--- src/rtl/rv32c_realign_buffer.sv ---
// RV32C fetch realignment buffer: word-aligned fetches into a circular halfword
// buffer, emitting one 16-bit or 32-bit (possibly word-straddling) instruction per handshake.
module rv32c_realign_buffer #(
    parameter int unsigned BUF_HW   = 4,
    parameter logic [31:0] RESET_PC = 32'h0000_0200
) (
    input  logic        clk,
    input  logic        nrst,
    input  logic        rv32c_ena,
    input  logic        flush,
    input  logic [31:0] flush_pc,
    output logic        imem_req,
    output logic [31:0] imem_addr,
    input  logic        imem_valid,
    input  logic [31:0] imem_rdata,
    output logic        inst_valid,
    input  logic        inst_ready,
    output logic [31:0] inst,
    output logic [31:0] inst_pc,
    output logic        inst_is_c
);

    localparam int unsigned PW = $clog2(BUF_HW);
    localparam int unsigned CW = PW + 1;

    typedef logic [PW-1:0] ptr_t;
    typedef logic [CW-1:0] cnt_t;

    logic [15:0] r_buf [BUF_HW];
    ptr_t        r_rd_ptr;
    ptr_t        r_wr_ptr;
    cnt_t        r_count;
    logic [31:0] r_head_pc;
    logic [31:0] r_fetch_addr;
    logic [31:0] r_req_addr;
    logic        r_pending;
    logic        r_squash;
    logic        r_drop_lo;

    ptr_t        w_rd_nxt;
    ptr_t        w_wr_nxt;
    logic [15:0] w_h0;
    logic [15:0] w_h1;
    logic        w_is_c;
    logic        w_head_ok;
    cnt_t        w_free;
    logic        w_issue;
    logic        w_req;
    logic        w_accept;
    logic [1:0]  w_push_n;
    logic [1:0]  w_pop_n;

    always_comb begin
        w_rd_nxt  = r_rd_ptr + ptr_t'(1);
        w_wr_nxt  = r_wr_ptr + ptr_t'(1);
        w_h0      = r_buf[r_rd_ptr];
        w_h1      = r_buf[w_rd_nxt];
        w_is_c    = rv32c_ena && (w_h0[1:0] != 2'b11);
        w_head_ok = w_is_c ? (r_count >= cnt_t'(1)) : (r_count >= cnt_t'(2));
        w_free    = cnt_t'(BUF_HW) - r_count;
        // A new request is never launched in a flush cycle, so the only
        // request that can straddle a redirect is one already pending.
        w_issue   = !r_pending && !flush && (w_free >= cnt_t'(2));
        w_req     = r_pending || w_issue;
        w_accept  = imem_valid && w_req;
        w_push_n  = 2'd0;
        if (w_accept && !flush && !r_squash) begin
            w_push_n = r_drop_lo ? 2'd1 : 2'd2;
        end
        w_pop_n = 2'd0;
        if (w_head_ok && inst_ready && !flush) begin
            w_pop_n = w_is_c ? 2'd1 : 2'd2;
        end
    end

    assign imem_req   = nrst && w_req;
    assign imem_addr  = r_pending ? r_req_addr : r_fetch_addr;
    assign inst_valid = nrst && !flush && w_head_ok;
    assign inst_is_c  = nrst && w_is_c;
    assign inst       = !nrst ? '0 : (w_is_c ? {16'h0000, w_h0} : {w_h1, w_h0});
    assign inst_pc    = r_head_pc;

    always_ff @(posedge clk) begin
        if (!nrst) begin
            r_count      <= '0;
            r_rd_ptr     <= '0;
            r_wr_ptr     <= '0;
            r_pending    <= 1'b0;
            r_squash     <= 1'b0;
            r_drop_lo    <= 1'b0;
            r_head_pc    <= RESET_PC;
            r_fetch_addr <= RESET_PC;
            r_req_addr   <= RESET_PC;
        end else if (flush) begin
            r_count      <= '0;
            r_rd_ptr     <= '0;
            r_wr_ptr     <= '0;
            r_head_pc    <= flush_pc & ~32'd1;
            r_fetch_addr <= {flush_pc[31:2], 2'b00};
            r_drop_lo    <= flush_pc[1] && rv32c_ena;
            // An outstanding request still completes at its old address; its data is discarded.
            r_pending    <= r_pending && !imem_valid;
            r_squash     <= r_pending && !imem_valid;
        end else begin
            r_count   <= r_count + cnt_t'(w_push_n) - cnt_t'(w_pop_n);
            r_rd_ptr  <= r_rd_ptr + ptr_t'(w_pop_n);
            r_wr_ptr  <= r_wr_ptr + ptr_t'(w_push_n);
            r_head_pc <= r_head_pc + {29'd0, w_pop_n, 1'b0};
            if (w_accept) begin
                r_pending <= 1'b0;
                if (r_squash) begin
                    r_squash <= 1'b0;
                end else begin
                    r_fetch_addr <= r_fetch_addr + 32'd4;
                    r_drop_lo    <= 1'b0;
                end
            end else if (w_issue) begin
                r_pending  <= 1'b1;
                r_req_addr <= r_fetch_addr;
            end
            if (w_push_n == 2'd2) begin
                r_buf[r_wr_ptr] <= imem_rdata[15:0];
                r_buf[w_wr_nxt] <= imem_rdata[31:16];
            end else if (w_push_n == 2'd1) begin
                r_buf[r_wr_ptr] <= imem_rdata[31:16];
            end
        end
    end

endmodule
--- config.mk ---
export PLATFORM = sky130hd
export DESIGN_NAME = rv32c_realign_buffer
export DESIGN_NICKNAME = d
export VERILOG_FILES = /design/src/rtl/rv32c_realign_buffer.sv
export SDC_FILE = /design/constraint.sdc
export NUM_CORES = 1
export LEC_CHECK = 0
export ABC_AREA = 1
export CELL_PAD_IN_SITES_DETAIL_PLACEMENT = 1
export CELL_PAD_IN_SITES_GLOBAL_PLACEMENT = 1
export CORE_ASPECT_RATIO = 1.4
export CORE_MARGIN = 2
export CORE_UTILIZATION = 35
export DETAILED_ROUTE_END_ITERATION = 10
export PLACE_DENSITY_LB_ADDON = 0.1
export SYNTH_ARGS = -nofsm -noshare
export SYNTH_HDL_FRONTEND = slang
export SYNTH_SLANG_ARGS = --single-unit
--- constraint.sdc ---
create_clock -name clk -period 3.6 [get_ports clk]
set_input_delay 0.36 -clock clk [delete_from_list [all_inputs] [get_ports clk]]
set_output_delay 0.36 -clock clk [all_outputs]
set_load 0.005 [all_outputs]
### Yosys cells after proc, flatten, opt, wreduce, memory -nomap -nowiden

Memories as Yosys holds them, arrays and structs flattened. A register that Yosys moved wholly into a read port is not among the register bits.
Index checks and enable logic that the tools add are counted.

* register bits: 106
* memory bits (writable): 64
* input port bits: 70
* word-level logic and storage cells: 89
* memories kept: 1

Memories
* r_buf: words 4, bits a word 16, read ports 2, clocked after memory_dff 1, wr ports 2, RTL line 29 `logic [15:0] r_buf [BUF_HW];`

* add/sub/neg operators: 9
* magnitude comparators: 3
* equality and inequality tests: 4
* muxes and demuxes: 31
* bitwise gates (word level): 5
* reduce and logical (&&, ||, !) cells: 25

Operator list (count)
* $mux W32: 7
* $add A32 B3 Y32: 1
* $add A32 B3 Y32 const B: 1
* $mux W1: 18
* $mux W16: 1
* $logic_and A1 B1 Y1: 14
* $mux W2: 5
* $ge A3 B2 Y1 const B: 2
* $add A2 B1 Y2 const B: 2
* $add A2 B2 Y2: 2
* $logic_not A1 Y1: 4
* $ne A2 B2 Y1 const B: 2
* $not A1 Y1: 4
* $reduce_and A2 Y1: 2
* $add A3 B2 Y3: 1
* $ge A3 B1 Y1 const B: 1
* $reduce_and A3 Y1: 1
* $reduce_bool A3 Y1: 1
* $sub A3 B2 Y3: 1
* $sub A3 B3 Y3 const A: 1
* $eq A2 B1 Y1 const B: 1
* $eq A2 B2 Y1 const B: 1
* $reduce_bool A2 Y1: 1
* $reduce_or A2 Y1: 1
* 2 further kinds: 2

### Logic depth before layout (Yosys ltp)

Gate-level depths: netlist (run 1).

* word-level depth: 15
* depth in mapped cells: 24
* gate-level depth less buffers: 24

### Worst setup path after synthesis (run 1)

Ideal clock, no wire load.

* kind: input -> register
* start: input flush
* end: register r_head_pc[31] (netlist: inst_pc[31])
* data arrival time: 3.021 ns
* data required time: 3.487 ns
* path slack: 0.466 ns
* stages on the path: 16
* cells stage by stage: buf_2 > inv_2 > clkbuf_1 > buf_1 > nand2_1 > nor3_1 > ha_1 > fa_1 > nand2_1 > nor2_1 > nand2_1 > nor4_1 > nand2_1 > xnor2_1 > nand2_1 > nand2_1

* cells in the longest elaborated chain, start to end: 5

Ends and longest elaborated chain
* start, declared: RTL line 10 `input logic flush,`
* $logic_not A1 Y1: RTL line 71 `if (w_head_ok && inst_ready && !flush) begin`
* $logic_and A1 B1 Y1: RTL line 71
* $mux W2: RTL line 71
* $add A32 B3 Y32: RTL line 108 `r_head_pc <= r_head_pc + {29'd0, w_pop_n, 1'b0};`
* $mux W32 (*): RTL line 94 `end else if (flush) begin`
* end signal, assigned: RTL line 98 `r_head_pc <= flush_pc & ~32'd1;`
* end signal, assigned: RTL line 108
* end, declared: RTL line 33 `logic [31:0] r_head_pc;`

Every way passes the cells marked *; elsewhere a longest branch is shown, timed or not.
A chain may end at the register's enable or synchronous reset.

### Final worst setup path (run 1)

* start: register r_rd_ptr[0]
* end: output inst[30]

* cells in the longest elaborated chain, start to end: 4

Ends and longest elaborated chain
* start, declared: RTL line 30 `ptr_t r_rd_ptr;`
* start signal, assigned: RTL line 106 `r_rd_ptr <= r_rd_ptr + ptr_t'(w_pop_n);`
* $add A2 B1 Y2: RTL line 54 `w_rd_nxt = r_rd_ptr + ptr_t'(1);`
* $mem_v2 Z4 W16
* $mux W32 (2 in series): RTL line 80 `assign inst = !nrst ? '0 : (w_is_c ? {16'h0000, w_h0} : {w_h1, w_h0});`
* end, declared: RTL line 18 `output logic [31:0] inst,`

Every way passes these cells.

==> results of run 1 <==
==> repair_timing <==
| action | 4_1_cts | 5_1_grt |
|---|---|---|
| hold endpoints to repair | 0 | 0 |
| resized for setup | 0 | 9 |
| setup endpoints to repair | 0 | 25 |
| buffers inserted | 0 | 1 |
==> how the worst max path moves through the flow <==
stage,start,end,slack [ns],cells past startpoint
final,r_rd_ptr[0],inst[30],0.25,10
after global routing,r_rd_ptr[0],inst_pc[20],-0.02,18
after CTS,r_rd_ptr[1],inst_pc[31],0.07,18
after detailed placement,r_rd_ptr[1],inst_pc[31],0.11,18
after global placement,r_rd_ptr[1],inst_pc[25],0.26,22
after floorplan,flush,inst_pc[31],0.47,16
==> cells in the final DEF, fill, tap and decap left out, types with 3 or more instances in the layout <==
cell             count
nor2_2               4
o22ai_1             11
fa_1                 3
nand3_2              6
clkbuf_8             3
nor2_4               6
conb_1               3
nand2_1            442
dfxtp_1            101
inv_1              166
ha_1                 9
a21oi_1            101
clkbuf_16           20
nor2_1              87
edfxtp_1            64
nand4_1             11
o211ai_1            16
nor3_1              16
xor2_1              19
xnor2_1              7
o21ai_0            111
a31oi_1             20
nor4_1               3
inv_2                6
buf_4               35
nand3_4              4
clkdlybuf4s50_1    163
nand3_1            183
==> kinds of logic after synthesis <==
family                   Yosys count  synth area share, %
AO/OA/AOI/OAI                    267                14.10
buffers and inverters            255                10.47
other                              1              0.03671
XOR/XNOR                          26                2.229
adder cells (fa/ha/maj)           13                1.813
AND/OR/NAND/NOR                  770                32.74
flip-flops                       165                38.61
==> critical path, cell delays in order, from the launching register on <==
cell and delay (ns):
dfxtp_1 0.38, buf_6 0.18, nand2_1 0.06, nand3_1 0.08, nand2_1 0.07, inv_1 0.05
nand2_1 0.05, nand2_1 0.17, nand2_1 0.46, a21oi_1 0.45, clkdlybuf4s50_1 0.57
==> metal layers <==
| metal | global-route usage, % | wire, µm |
|---|---|---|
| met5 | 0 | 0 |
| met4 | 13.20 | 1718 |
| met3 | 3.377 | 1367 |
| met2 | 50.66 | 21620 |
| met1 | 27.23 | 14660 |
==> final cells by class <==
type | count | share of cell area, %
clock inverter | 5 | 0.6315
clock buffer | 26 | 4.314
sequential | 165 | 30.62
timing repair buffer | 201 | 14.99
inverter | 175 | 5.110
tap | 380 | 3.692
multi-input combinational | 1079 | 40.64
==> state kept, by name (all words and copies together) (netlist names) <==
signal / flops
r_buf: 64
inst_pc: 31
r_fetch_addr: 30
r_req_addr: 30
r_count: 3
r_rd_ptr: 2
r_wr_ptr: 2
r_drop_lo: 1
r_pending: 1
r_squash: 1
==> through the flow <==
step / TNS, ns / area (µm²) / hold WS [ns]
after floorplan: 0 / 10220 / 0.4324
after global placement: 0 / 12210 / 0.4523
after detailed placement: 0 / 12210 / 0.4565
after CTS: 0 / 12840 / 0.2529
after global routing: -0.02007 / 12880 / 0.2806
final: 0 / 12880 / 0.2657
==> report_power, final <==
| part | leakage (nW) | internal, mW | total, mW | switching [mW] |
|---|---|---|---|---|
| Sequential | 1.41 | 2.02 | 2.11 | 0.0907 |
| Combinational | 3.51 | 0.314 | 0.727 | 0.414 |
| Clock | 0.314 | 1.21 | 1.99 | 0.784 |
==> run_results.csv, run 1 <==
group,metric,value,unit
timing,setup_viol,0,
final_layout,final_cells,2031,
clocking,ctsHoldBuffers,0,
final_layout,antenna_cells,0,
setup_path,worst_setup_path_start_kind,"flop",
timing,period_needed,3.353,ns
routing,detail_route.vias_per_cell,5.292,
place,place_ws,0.1072,ns
clocking,cts_buffer_depth,2,
die,io_pins,169,
grt,grt_antenna_before_repair,0,
clocking,cts_tree,"done",
final_layout,nNetsFinal,1722,
clocking,cts-root-buf,"clkbuf_16",
power_and_ir_drop,vdd_drop_max,0.2432,mV
timing,clock_skew,0.007726,ns
setup_path,cp_max_fo,15,
place,dp_hpwl,29160,µm
logic_synthesis,synth_cell_type_count,43,
hold_path,hold_path_depth,3,
power_and_ir_drop,power.total,4.823,mW
grt,grt_pass1_wl,61060,µm
place,gp_congestion,0.8508,
die,dieHeight,206.1,µm
final_layout,syn2layout_area_growth,26.08,%
final_layout,seq_area,3944,µm²
final_layout,multiInputGateArea,5234,µm²
logic_synthesis,synth_flop_cell,"dfxtp_1",
clocking,path_clk_slew,0.06,ns
timing,fin_ws,0.2466,ns
timing,max_freq,298.2,MHz
clocking,insertion_delay,0.44,ns
grt,grt_start_max_net_pins,58,
status,status,"finished, final reports clean",
die,die_x,148.4,µm
die,fp.coreArea,28980,µm²
setup_path,timing.rr.end,"inst_pc[31]",
setup_path,path_class,"reg2out",
logic_synthesis,synth_top_area_share,19.79,%
logic_synthesis,synth_edf_count,64,
hold_path,hold_end,"inst_pc[25]",
power_and_ir_drop,p_leak,5.226,nW
clocking,cts_max_level,4,
hold_path,hp-start,"nrst",
final_layout,fillers,3704,
logic_synthesis,synth_top_area_cell,"dfxtp_1",
final_layout,final_core_util,44.44,%
logic_synthesis,yosys.cell_count.top_type,"nand2_1",
timing,hold_viol,0,
grt,grt_overflow,0,
logic_synthesis,syn_inst,1497,
logic_synthesis,yosysSeqAreaShare,38.61,%
clocking,cts_buffers,17,
final_layout,drive_above_1_share,6.239,%
logic_synthesis,synthArstFlopShare,0,%
routing,postRouteAntennaNets,0,
die,rows,74,
routing,routedWlPerCell,19.38,µm
place,portBuffers,164,
logic_synthesis,synth.ff_latch_count,165,
setup_path,reg2regPathDepth,19,
hold_path,min_path_type,"in2reg",
power_and_ir_drop,p_per_area,374.5,nW/µm²
setup_path,cp.arrival,2.99,ns
logic_synthesis,synthTopCellsByCount,"443 x nand2_1, 183 x nand3_1, 166 x inv_1, 111 x o21ai_0",
routing,drcViolationCount,0,
timing,worstMarginPinSlew,0.7723,ns
routing,vias,10750,
grt,grt_pass1_vias,11290,
routing,drtIter0Drc,539,
die,dieArea,30590,µm²
setup_path,worstPathRequired,3.24,ns
logic_synthesis,synth_area_leaders,"dfxtp_1 20%, edfxtp_1 19%, nand2_1 16%",
die,initial_core_util,35.25,%
routing,drtPass1Iterations,4,
timing,drv_slew,0,
flow_run,maxCapViolations,0,
routing,drt_wl_total,39360,µm
clocking,cts_sinks,165,
setup_path,r2r_start,"r_rd_ptr[0]",
logic_synthesis,ys_warn_count,0,
timing,relSlewSlack,48.46,%
place,place_inst,1999,
setup_path,regToRegSetupSlack,0.37,ns
timing,timing.final.crit_share,93.15,%
grt,track_usage,26.11,%
setup_path,end_kind,"primary output",
logic_synthesis,syn-cell-area,10210,µm²
logic_synthesis,avgSynthCellArea,6.824,µm²
Power figures use the tool's default switching activity.
==> run 2: changes to the inputs <==
--- a/config.mk
+++ b/config.mk
@@ -6,6 +6,7 @@
 export NUM_CORES = 1
 export LEC_CHECK = 0
 export ABC_AREA = 1
+export ABC_CLOCK_PERIOD_IN_PS = 3600
 export CELL_PAD_IN_SITES_DETAIL_PLACEMENT = 1
 export CELL_PAD_IN_SITES_GLOBAL_PLACEMENT = 1
 export CORE_ASPECT_RATIO = 1.4
==> results of run 2 <==
Final layout, timing and power as in run 1 (identical DEF).
==> run 3: changes to the inputs <==
--- a/config.mk
+++ b/config.mk
@@ -9,7 +9,7 @@
 export ABC_CLOCK_PERIOD_IN_PS = 3600
 export CELL_PAD_IN_SITES_DETAIL_PLACEMENT = 1
 export CELL_PAD_IN_SITES_GLOBAL_PLACEMENT = 1
-export CORE_ASPECT_RATIO = 1.4
+export CORE_ASPECT_RATIO = 0.75
 export CORE_MARGIN = 2
 export CORE_UTILIZATION = 35
 export DETAILED_ROUTE_END_ITERATION = 10
==> run_results.csv, run 3 (synthesized netlist as in run 1, its figures left out) <==
group,metric,value,unit
setup_path,worst_setup_path_start_kind,"flop",
routing,met1Wirelength,22710,µm
routing,drtIter0Drc,935,
power_and_ir_drop,p_switching,1.507,mW
place,dp_hpwl,32630,µm
grt,grt_pass1_vias,10380,
routing,wl_met3,3564,µm
setup_path,cp_max_fo,11,
clocking,cts_buffers,17,
die,initial_core_util,35.32,%
final_layout,top_register,"r_buf",
clocking,cts-root-buf,"clkbuf_16",
power_and_ir_drop,combPwrFrac,16.2,%
setup_path,end_kind,"primary output",
clocking,cts_sinks,165,
die,fp.coreArea,28920,µm²
routing,detail_route.vias_per_cell,5.326,
routing,wl_met2,16410,µm
die,dieArea,30580,µm²
grt,grt_antenna_before_repair,3,
clocking,cts_buffer_depth,2,
power_and_ir_drop,power.total,4.774,mW
final_layout,final_cell_mix,"442 x nand2_1, 182 x nand3_1, 165 x inv_1",
routing,vias,10890,
final_layout,drive_above_1_share,6.477,%
die,io_pins,169,
routing,drt_wl_total,43040,µm
timing,timing.final.crit_share,93.34,%
routing,drtPass1Iterations,5,
power_and_ir_drop,internal-power,3.267,mW
grt,grt_overflow,0,
timing,period_needed,3.360,ns
final_layout,largest_register_ffs,64,
timing,holdWs,0.4562,ns
timing,clock_skew,0.01374,ns
setup_path,path_class,"reg2out",
power_and_ir_drop,pwr-share-seq,44.1,%
status,status,"finished, final reports clean",
timing,final.setup.tns,0,ns
grt,track_usage,27.98,%
grt,grt_start_max_net_pins,58,
place,place_ws,0.1279,ns
die,rows,54,
timing,max_freq,297.6,MHz
place,gp_congestion,0.9084,
timing,rsz0062_at_grt,"no",
final_layout,syn2layout_area_growth,25.86,%
grt,grt_pass1_wl,65130,µm
setup_path,worstPathRequired,3.24,ns
clocking,path_clk_slew,0.08,ns
timing,fin_ws,0.2398,ns
final_layout,mostFrequentLayoutCell,"nand2_1",
hold_path,min_path_type,"reg2reg",
routing,postRouteAntennaNets,0,
final_layout,nNetsFinal,1722,
timing,setup_viol,0,
timing,worstMarginPinSlew,0.7820,ns
timing,hold_viol,0,
routing,drcViolationCount,0,
clocking,insertion_delay,0.45,ns
clocking,cts_max_level,4,
timing,drv_slew,0,
setup_path,cp.arrival,3.00,ns
routing,routedWlPerCell,21.05,µm
die,die_x,201.3,µm
power_and_ir_drop,p_leak,5.202,nW
place,portBuffers,164,
power_and_ir_drop,clock_power_share,39.7,%
power_and_ir_drop,p_per_area,371.3,nW/µm²
flow_run,maxCapViolations,0,
routing,top_layer_used,"met5",
timing,relSlewSlack,47.87,%
power_and_ir_drop,vdd_drop_max,0.3401,mV
die,dieHeight,152.0,µm
clocking,cts_tree,"done",
power_and_ir_drop,sw_frac_of_total,31.57,%
-- run 3: per-stage QoR --
step | util, % | std cells | area (µm²)
detailed placement | 42.26 | 2011 | 12220
CTS | 44.32 | 2043 | 12820
finish | 44.46 | 2045 | 12860
floorplan | - | 1499 | 10220
global placement | 42.26 | 2011 | 12220
global route | 44.46 | 2045 | 12860
-- run 3: layer usage --
layer	global-route usage, %	up-vias
met5	0	-
met4	4.867	2
met3	6.049	22
met2	35.76	395
met1	46.60	5270
li1	-	5202
-- run 3: what timing repair did --
action                                  4_1_cts  5_1_grt
gates resized for setup                       1       11
hold buffers                                  0        0
hold endpoints to repair                      0        0
buffers inserted                              0        1
gates cloned                                  0        0
pin swaps                                     0        1
endpoints found under the setup margin        2       16
-- run 3: critical path: stages (launching register included) --
cell             delay (ns)
dfxtp_2                0.42
clkinv_1               0.17
nand3_1                0.14
nand2_1                0.10
inv_1                  0.06
nand2_1                0.12
nand2_1                0.18
buf_4                  0.16
nand2_2                0.21
buf_4                  0.27
a21oi_1                0.18
clkdlybuf4s50_1        0.53
-- run 3: power groups by stage --
stage / Clock, mW / Combinational [mW] / Sequential, mW
finish: 1.90 / 0.771 / 2.11
global route: 1.99 / 0.840 / 2.12
CTS: 1.92 / 0.763 / 2.10
detailed placement: 0 / 0.758 / 2.14
global placement: 0 / 0.744 / 2.14
floorplan: 0 / 0.366 / 2.11
-- run 3: cell type report --
cell class	count	area, µm²
tap	392	490.5
antenna	1	2.502
multi-input combinational	1079	5236
timing repair buffer	201	1927
fill	3739	16060
sequential	165	3949
clock inverter	15	167.7
inverter	175	658.1
clock buffer	17	425.4
-- run 3: worst paths after layout --
check              startpoint             end  depth (start not counted)  slack (ns)
min          r_fetch_addr[31]  r_req_addr[31]                          2        0.46
max               r_rd_ptr[1]        inst[18]                         11        0.24
min reg2reg  r_fetch_addr[31]  r_req_addr[31]                          2        0.46
max reg2reg       r_rd_ptr[1]     inst_pc[25]                         22        0.24
